`src/rtl/display_arbiter_pkg.sv`:
```
// Shared constants for the display arbiter:
// segment code table, blank code and scan divider default.
package display_arbiter_pkg;

    localparam int SCAN_DIV_DEFAULT = 100000;

    localparam logic [6:0] SEG_BLANK = 7'h7F;

    // Active-low {g,f,e,d,c,b,a}; codes 10..15 are blank.
    localparam logic [6:0] SEG_TABLE [0:15] = '{
        7'b1000000, 7'b1111001, 7'b0100100, 7'b0110000,
        7'b0011001, 7'b0010010, 7'b0000010, 7'b1111000,
        7'b0000000, 7'b0010000, 7'h7F, 7'h7F,
        7'h7F, 7'h7F, 7'h7F, 7'h7F
    };

endpackage

```
`src/rtl/display_arbiter_seg7_decode.sv`:
```
// Combinational BCD to active-low 7-segment decoder.
// Invalid entries and non-BCD values are blank.
module seg7_decode
    import display_arbiter_pkg::*;
(
    input  logic       i_valid,
    input  logic [3:0] i_value,
    output logic [6:0] o_seg
);

    // Table lookup, blank when the entry is empty
    always_comb begin
        o_seg = SEG_BLANK;
        if (i_valid) begin
            o_seg = SEG_TABLE[i_value];
        end
    end

endmodule

```
`src/rtl/display_arbiter.sv`:
```
// Two-port round-robin writer into an 8-digit buffer,
// scanned out onto a multiplexed 7-segment display.
module display_arbiter
    import display_arbiter_pkg::*;
#(
    parameter int SCAN_DIV = SCAN_DIV_DEFAULT
) (
    input  logic       clk,
    input  logic       rst,
    input  logic       clr,
    input  logic       req0,
    input  logic [2:0] addr0,
    input  logic [3:0] val0,
    output logic       ack0,
    input  logic       req1,
    input  logic [2:0] addr1,
    input  logic [3:0] val1,
    output logic       ack1,
    output logic [7:0] sel,
    output logic [6:0] data
);

    localparam int CW = (SCAN_DIV > 2) ? $clog2(SCAN_DIV) : 1;
    localparam logic [CW-1:0] TERM = CW'(SCAN_DIV - 1);

    logic [7:0]      r_valid;
    logic [7:0][3:0] r_val;
    logic            r_prio;
    logic            r_ack0;
    logic            r_ack1;
    logic [CW-1:0]   r_cnt;
    logic [2:0]      r_idx;
    logic [7:0]      r_sel;
    logic [6:0]      r_data;

    logic            w_gnt0;
    logic            w_gnt1;
    logic            w_wr;
    logic [2:0]      w_waddr;
    logic [3:0]      w_wval;
    logic [6:0]      w_seg;
    logic [7:0]      w_sel;

    // Grant: lone requester wins; on a tie r_prio picks (0 favours req0)
    always_comb begin
        w_gnt0  = req0 & (~req1 | ~r_prio);
        w_gnt1  = req1 & (~req0 | r_prio);
        w_wr    = ~clr & (w_gnt0 | w_gnt1);
        w_waddr = w_gnt0 ? addr0 : addr1;
        w_wval  = w_gnt0 ? val0 : val1;
        w_sel   = ~(8'h80 >> r_idx);
    end

    // Buffer write, ack pulse and round-robin pointer
    always_ff @(posedge clk) begin
        if (rst) begin
            r_valid <= '0;
            r_val   <= '0;
            r_prio  <= 1'b0;
            r_ack0  <= 1'b0;
            r_ack1  <= 1'b0;
        end else if (clr) begin
            r_valid <= '0;
            r_ack0  <= 1'b0;
            r_ack1  <= 1'b0;
        end else begin
            r_ack0 <= w_gnt0;
            r_ack1 <= w_gnt1;
            if (w_wr) begin
                r_valid[w_waddr] <= 1'b1;
                r_val[w_waddr]   <= w_wval;
                r_prio           <= w_gnt0;
            end
        end
    end

    // Prescaler and scan index
    always_ff @(posedge clk) begin
        if (rst) begin
            r_cnt <= '0;
            r_idx <= 3'd0;
        end else if (r_cnt == TERM) begin
            r_cnt <= '0;
            r_idx <= r_idx + 3'd1;
        end else begin
            r_cnt <= r_cnt + 1'b1;
        end
    end

    seg7_decode u_dec (
        .i_valid (r_valid[r_idx]),
        .i_value (r_val[r_idx]),
        .o_seg   (w_seg)
    );

    // Registered display drive for the current scan index
    always_ff @(posedge clk) begin
        if (rst) begin
            r_sel  <= 8'hFF;
            r_data <= SEG_BLANK;
        end else begin
            r_sel  <= w_sel;
            r_data <= w_seg;
        end
    end

    assign ack0 = r_ack0;
    assign ack1 = r_ack1;
    assign sel  = r_sel;
    assign data = r_data;

endmodule

```
`config.mk`:
```
export PLATFORM = sky130hd
export DESIGN_NAME = display_arbiter
export DESIGN_NICKNAME = d
export VERILOG_FILES = /design/src/rtl/display_arbiter_pkg.sv /design/src/rtl/display_arbiter_seg7_decode.sv /design/src/rtl/display_arbiter.sv
export SDC_FILE = /design/constraint.sdc
export NUM_CORES = 1
export LEC_CHECK = 0
export CORE_ASPECT_RATIO = 2
export CORE_MARGIN = 10
export CORE_UTILIZATION = 45
export DETAILED_ROUTE_END_ITERATION = 10
export PLACE_DENSITY = 0.73
export SLEW_MARGIN = 20
export SYNTH_ARGS = -nofsm -noshare
export SYNTH_HDL_FRONTEND = slang
export SYNTH_SLANG_ARGS = --single-unit
```
`constraint.sdc`:
```
create_clock -name clk -period 2.1 [get_ports clk]
set_input_delay 0.525 -clock clk [delete_from_list [all_inputs] [get_ports clk]]
set_output_delay 0.525 -clock clk [all_outputs]
set_load 0.02 [all_outputs]
```
**Word level (Yosys, flattened, before mapping)**

Memories as Yosys holds them, arrays and structs flattened. A register that Yosys moved wholly into a read port is not among the register bits.
Cells that the tools add are included.
W data, S select, Z words.

- Bits in registers: 71
- Latch bits: 0
- RAM bits: 0
- Bits in read-only memories: 112
- Input port bits: 19
- Output and inout port bits: 17
- Logic and storage cells: 53
- Memories kept: 1

- $add $sub $neg: 2
- Multipliers: 0
- Div/mod/pow operators: 0
- $lt $le $gt $ge: 3
- Equal/unequal tests: 1
- Shifts and indexed selects: 1
- Mux-type cells: 11
- Bitwise gates (word level): 14
- Reduce and logical (&&, ||, !) cells: 5

Memories:

| name | depth | bits a word | read ports | clocked after memory_dff | write ports | RTL line | source |
|---|---|---|---|---|---|---|---|
| (no name shown) | 16 | 7 | 1 | 1 | 0 | display_arbiter_seg7_decode.sv:15 | `o_seg = SEG_TABLE[i_value];` |

Operators with widths:

| kind | count |
|---|---|
| $bwmux W32 | 1 |
| $add A17 B1 Y17 const B | 1 |
| $eq A17 B17 Y1 const B | 1 |
| $bmux W4 S3 | 1 |
| $demux W4 S3 | 1 |
| $mux W4 | 3 |
| $lt A3 B4 Y1 const B | 2 |
| $not A8 Y8 | 1 |
| $or A8 B8 Y8 | 1 |
| $shr A8 B3 Y8 const A | 1 |
| $reduce_or A2 Y1 | 3 |
| $not A1 Y1 | 5 |
| $not A4 Y5 | 1 |
| $add A3 B1 Y3 const B | 1 |
| $and A1 B1 Y1 | 3 |
| $bmux W1 S3 | 1 |
| $demux W1 S3 | 1 |
| $ge A3 B1 Y1 const B | 1 |
| $mux W3 | 1 |
| $or A1 B1 Y1 | 3 |
| $mux W1 | 2 |
| $reduce_and A2 Y1 | 1 |
| $logic_and A1 B1 Y1 | 1 |

**Logic depth before layout (Yosys ltp)**

- Depth after elaboration: 9
- Mapped depth: 8
- Gate-level depth less buffers: 7

**Hierarchy**

Synthesis repeated with hierarchy kept, for this count alone.

- Cells, all modules: 365
- Area total of the unflattened synthesis: 3669.8 µm²

Modules (own cells, without submodules):

| module | instances | cells an instance | area each (µm²) | sequential area each (µm²) |
|---|---|---|---|---|
| display_arbiter | 1 | 330 | 3439.5 | 1561.5 |
| seg7_decode | 1 | 35 | 230.2 | 0.0 |

**Worst setup path after synthesis**

Ideal clock, no wire load.

- Kind: reg-to-reg
- From: register r_idx[0]
- To: register r_data[5], in the netlist data[5]
- Setup time: 0.132 ns
- Arrival: 2.059 ns
- Data required time: 1.968 ns
- Path slack: -0.092 ns
- Stages on the path, launching flop included: 8
- Buffers on the path: 1
- Clock period less this slack: 2.192 ns
- Path through: dfxtp_1 buf_2 mux4_2 mux2i_1 inv_1 ha_1 nor4_1 a21oi_1

- Cells in the longest elaborated chain, start to end: 4
- Elaborated cells between the ends (all ways): 7
- Classes of those cells: mux (4); bitwise (2); reduce/logical (1)

Ends and longest elaborated chain:

| item | RTL line | source |
|---|---|---|
| start: declaration | display_arbiter.sv:32 | `logic [2:0] r_idx;` |
| start signal: assignment | display_arbiter.sv:84 | `r_idx <= r_idx + 3'd1;` |
| $bmux W1 S3 | display_arbiter.sv:91 | `.i_valid (r_valid[r_idx]),` |
| $mux W1 (not written as such) | display_arbiter.sv:91 |  |
| $not A1 Y1 (no line) | - |  |
| $reduce_or A2 Y1 (no line) | - |  |
| end: declaration | display_arbiter.sv:34 | `logic [6:0] r_data;` |

Several ways; a longest one is shown, not always the timed one. The select of a mux whose other input is x is not followed.
A chain may end at the register's enable or synchronous reset.

**Final worst setup path**

- From: register r_idx[0]
- To: register r_data[1], in the netlist data[1]

Same word-level chain as after synthesis.

==> qor.txt <==
number of global-route vias before repair = 3303
worst skew pair latency = 330 ps
CP arrival = 2210 ps
Critical path origin = r_idx[0]$_SDFFE_PP0N_
Leak Pwr = 0.00170 uW
Hold Buf Count CTS = 0
RSZ-0062 raised after global routing = no
width of the die = 84.0 um
CTS tree = done
Ys Warns = 0
max_cap viols = 0
dpl hpwl = 6570 um
Crit path max-delay family = multiplexers
clock skew = 5.81 ps
Finished Cell Area = 0.00474 mm^2
IR drop worst, VDD = 457 uV
Max stage delay on crit path = 500 ps
Final Util = 59.6%
Synth Cell Area = 0.00369 mm^2
Slew Viols, Final = 0
Worst Slack Setup Final = 107 ps
worst setup path class = register to register
initial antenna violation count = 0
Slew @ Worst Pin = 390 ps
layout cells sized above 1 = 19.1%
die footprint = 0.0124 mm^2
Synth Instances = 386
Power Internal = 2670 uW
switching share of power = 23.2%
Slew HR = 74.0%
fin crit period = 1990 ps
critical path's slowest cell = mux4_2
DR WL/cell = 16.8 um
post-DR vias/cell = 6.09
initial core utilization = 46.4%
logic gate share of total power = 11.7%
sequential share of power = 44.1%
DRC Markers = 0
Net Switching = 806 uW
Final period util = 94.9%
total gr overflow = 0
Global Route Usage Sum = 15.0%
CP Launch Type = register
Buf/Inv on CP = 2
Mapped Avg Cell Area = 9.56 um^2
clock-pin slew on the worst setup and hold paths = 50 ps
via count = 3286
Post-Route WL = 9060 um
Worst Hold Class = register to register
Rows = 46
fin nets = 470
DP Worst Slack = -257 ps
sequential fraction of the synthesis area = 42.3%
Post-CTS Repair Setup Buffers = 0
# H-tree levels = 3
first-pass iteration count of the detailed router = 4
root buffer cell = clkbuf_16
Fmax = 0.502 GHz
ANT nets after route = 0
Pwr Total = 3470 uW
crit-path cells = buf_12, mux4_2, mux2_2, inv_1, ha_1, a21oi_1, o21bai_1
Max Buffers Root-to-Sink = 2
setup violators final = 0
worst-path fanout max = 7
syn nets = 417
core area = 0.00794 mm^2
Num CTS Buffers = 9
first-pass GRT wire length = 15700 um
Initial DRC Count = 143
CP Data Required Time = 2320 ps
clk sinks = 78
Area Growth Syn to Fin = 28.4%
Hold WS = 442 ps
IO Port Bufs = 35
GP Congestion = 0.794
Clk network pwr share = 44.2%
status = finished clean
DIE HEIGHT = 148 um
HP Start = r_cnt[0]$_SDFF_PP0_
Pwr Density = 733 mW/mm^2
Yosys cell types = 45
final hold viol count = 0
Ports = 36
#FFs+latches synth = 78
worst r2r src = r_idx[0]$_SDFFE_PP0N_
placed cell area = 0.00440 mm^2
ant diodes = 0
largest net degree at the start of global routing = 43
Setup crit end kind = register
## worst paths after layout
check	end	slack, ps	cells after the start
worst min-delay path	r_cnt[0]$_SDFF_PP0_	440	1
worst max-delay path	data[1]$_SDFF_PP1_	110	7
worst min register to register	r_cnt[0]$_SDFF_PP0_	440	1
worst max register to register	data[1]$_SDFF_PP1_	110	7
## layout by cell type (no fill, tap or decap), types with 2 or more instances in the layout
cell and n:
a32o_1 2, a21o_1 2, o31ai_1 2, a32oi_1 2
nor2_1 21, xnor2_1 4, nand2b_1 8, nor4_2 6
mux2i_1 8, nor3_1 40, nand2_1 13, dfxtp_1 77
inv_1 9, nor4_1 28, nand3_1 3, and2_1 2
clkbuf_8 2, or3_1 3, buf_12 7, clkbuf_16 9
nand4_1 7, mux4_2 8, buf_4 30, nor4bb_1 2
o21ai_0 3, and3_1 4, ha_1 12, a22oi_2 2
clkinv_2 3, clkdlybuf4s50_1 35, xor2_1 8, mux4_1 2
a31oi_1 40, clkinv_1 2, mux2_2 12, or4_1 2
a21oi_1 10
## routing by layer
layer | global-route usage, % | wire, um | vias up
li1 | - | - | 1578
met1 | 14.5 | 3220 | 1563
met2 | 27.0 | 4880 | 113
met3 | 3.36 | 501 | 32
met4 | 10.8 | 458 | 0
met5 | 0 | 0 | -
## area by class of cell
type                            count  area (um^2)
Inverter                           11         41.3
Timing Repair Buffer               72          716
Multi-Input combinational cell    267         1990
Fill cell                         700         3210
Clock inverter                      4         45.0
Sequential cell                    78         1560
Clock buffer                       12          256
Tap cell                           96          120
## synthesized netlist by cell type (all sizes together)
| master | instances | area, um^2 |
|---|---|---|
| dfxtp | 78 | 1560 |
| nor3 | 41 | 210 |
| a31oi | 40 | 250 |
| nor4 | 34 | 213 |
| clkbuf | 23 | 86.3 |
| nor2 | 21 | 78.8 |
| mux2 | 13 | 150 |
| nand2 | 13 | 48.8 |
| ha | 12 | 150 |
| a21oi | 10 | 50.1 |
| mux4 | 10 | 233 |
| inv | 9 | 33.8 |
| mux2i | 9 | 90.1 |
| nand2b | 8 | 50.1 |
| xor2 | 8 | 70.1 |
| buf | 7 | 46.3 |
| nand4 | 7 | 43.8 |
| and3 | 4 | 25.0 |
| xnor2 | 4 | 35.0 |
| a22oi | 3 | 32.5 |
| nand3 | 3 | 15.0 |
| o21ai | 3 | 15.0 |
| or3 | 3 | 18.8 |
| a21o | 2 | 15.0 |
| a32o | 2 | 20.0 |
| a32oi | 2 | 17.5 |
| and2 | 2 | 12.5 |
| clkinv | 2 | 7.51 |
| nor4bb | 2 | 20.0 |
| o31ai | 2 | 15.0 |
| or4 | 2 | 15.0 |
| a21boi | 1 | 11.3 |
| a311oi | 1 | 8.76 |
| and4 | 1 | 8.76 |
| nand3b | 1 | 7.51 |
| nor2b | 1 | 6.26 |
| nor4b | 1 | 8.76 |
| o21bai | 1 | 7.51 |
## worst reg2reg max path: stages (launching register included)
cell,delay (ps)
dfxtp_2,350
buf_12,140
mux4_2,500
mux2_2,330
inv_1,90
ha_1,260
a21oi_1,140
o21bai_1,70
## power groups by stage
stage / combinational [uW] / clock [uW] / sequential, uW
after detailed placement: 392 / 0 / 1560
final: 405 / 1540 / 1530
after global routing: 436 / 1660 / 1530
after CTS: 395 / 1580 / 1530
after global placement: 384 / 0 / 1560
after floorplan: 222 / 0 / 1560
## flip-flops by register name (all words and copies together), names as in the netlist
signal	count
r_cnt	17
sel	8
ack0	1
ack1	1
r_prio	1
data	7
r_idx	3
r_valid	8
r_val	32
## timing repair
item                                    4_1_cts  5_1_grt
resized for setup                             1        7
endpoints found under the setup margin        2        9
pin swaps                                     0        1
## logic make-up after synthesis
group           after synthesis  synth area share [%]
xor+xnor                     12                  2.85
mux                          32                  12.8
fa+ha+maj                    12                  4.07
simple gates                144                  21.2
buf+inv                      41                  4.71
flops                        78                  42.3
compound gates               67                  12.0
## metrics by stage
| stage | setup TNS (ps) | std cells |
|---|---|---|
| CTS | 0 | 540 |
| floorplan | 0 | 386 |
| global placement | -5170 | 524 |
| finish | 0 | 540 |
| global route | 0 | 540 |
| detailed placement | -6190 | 524 |
Note: power is estimated with default switching activity, not from simulation.
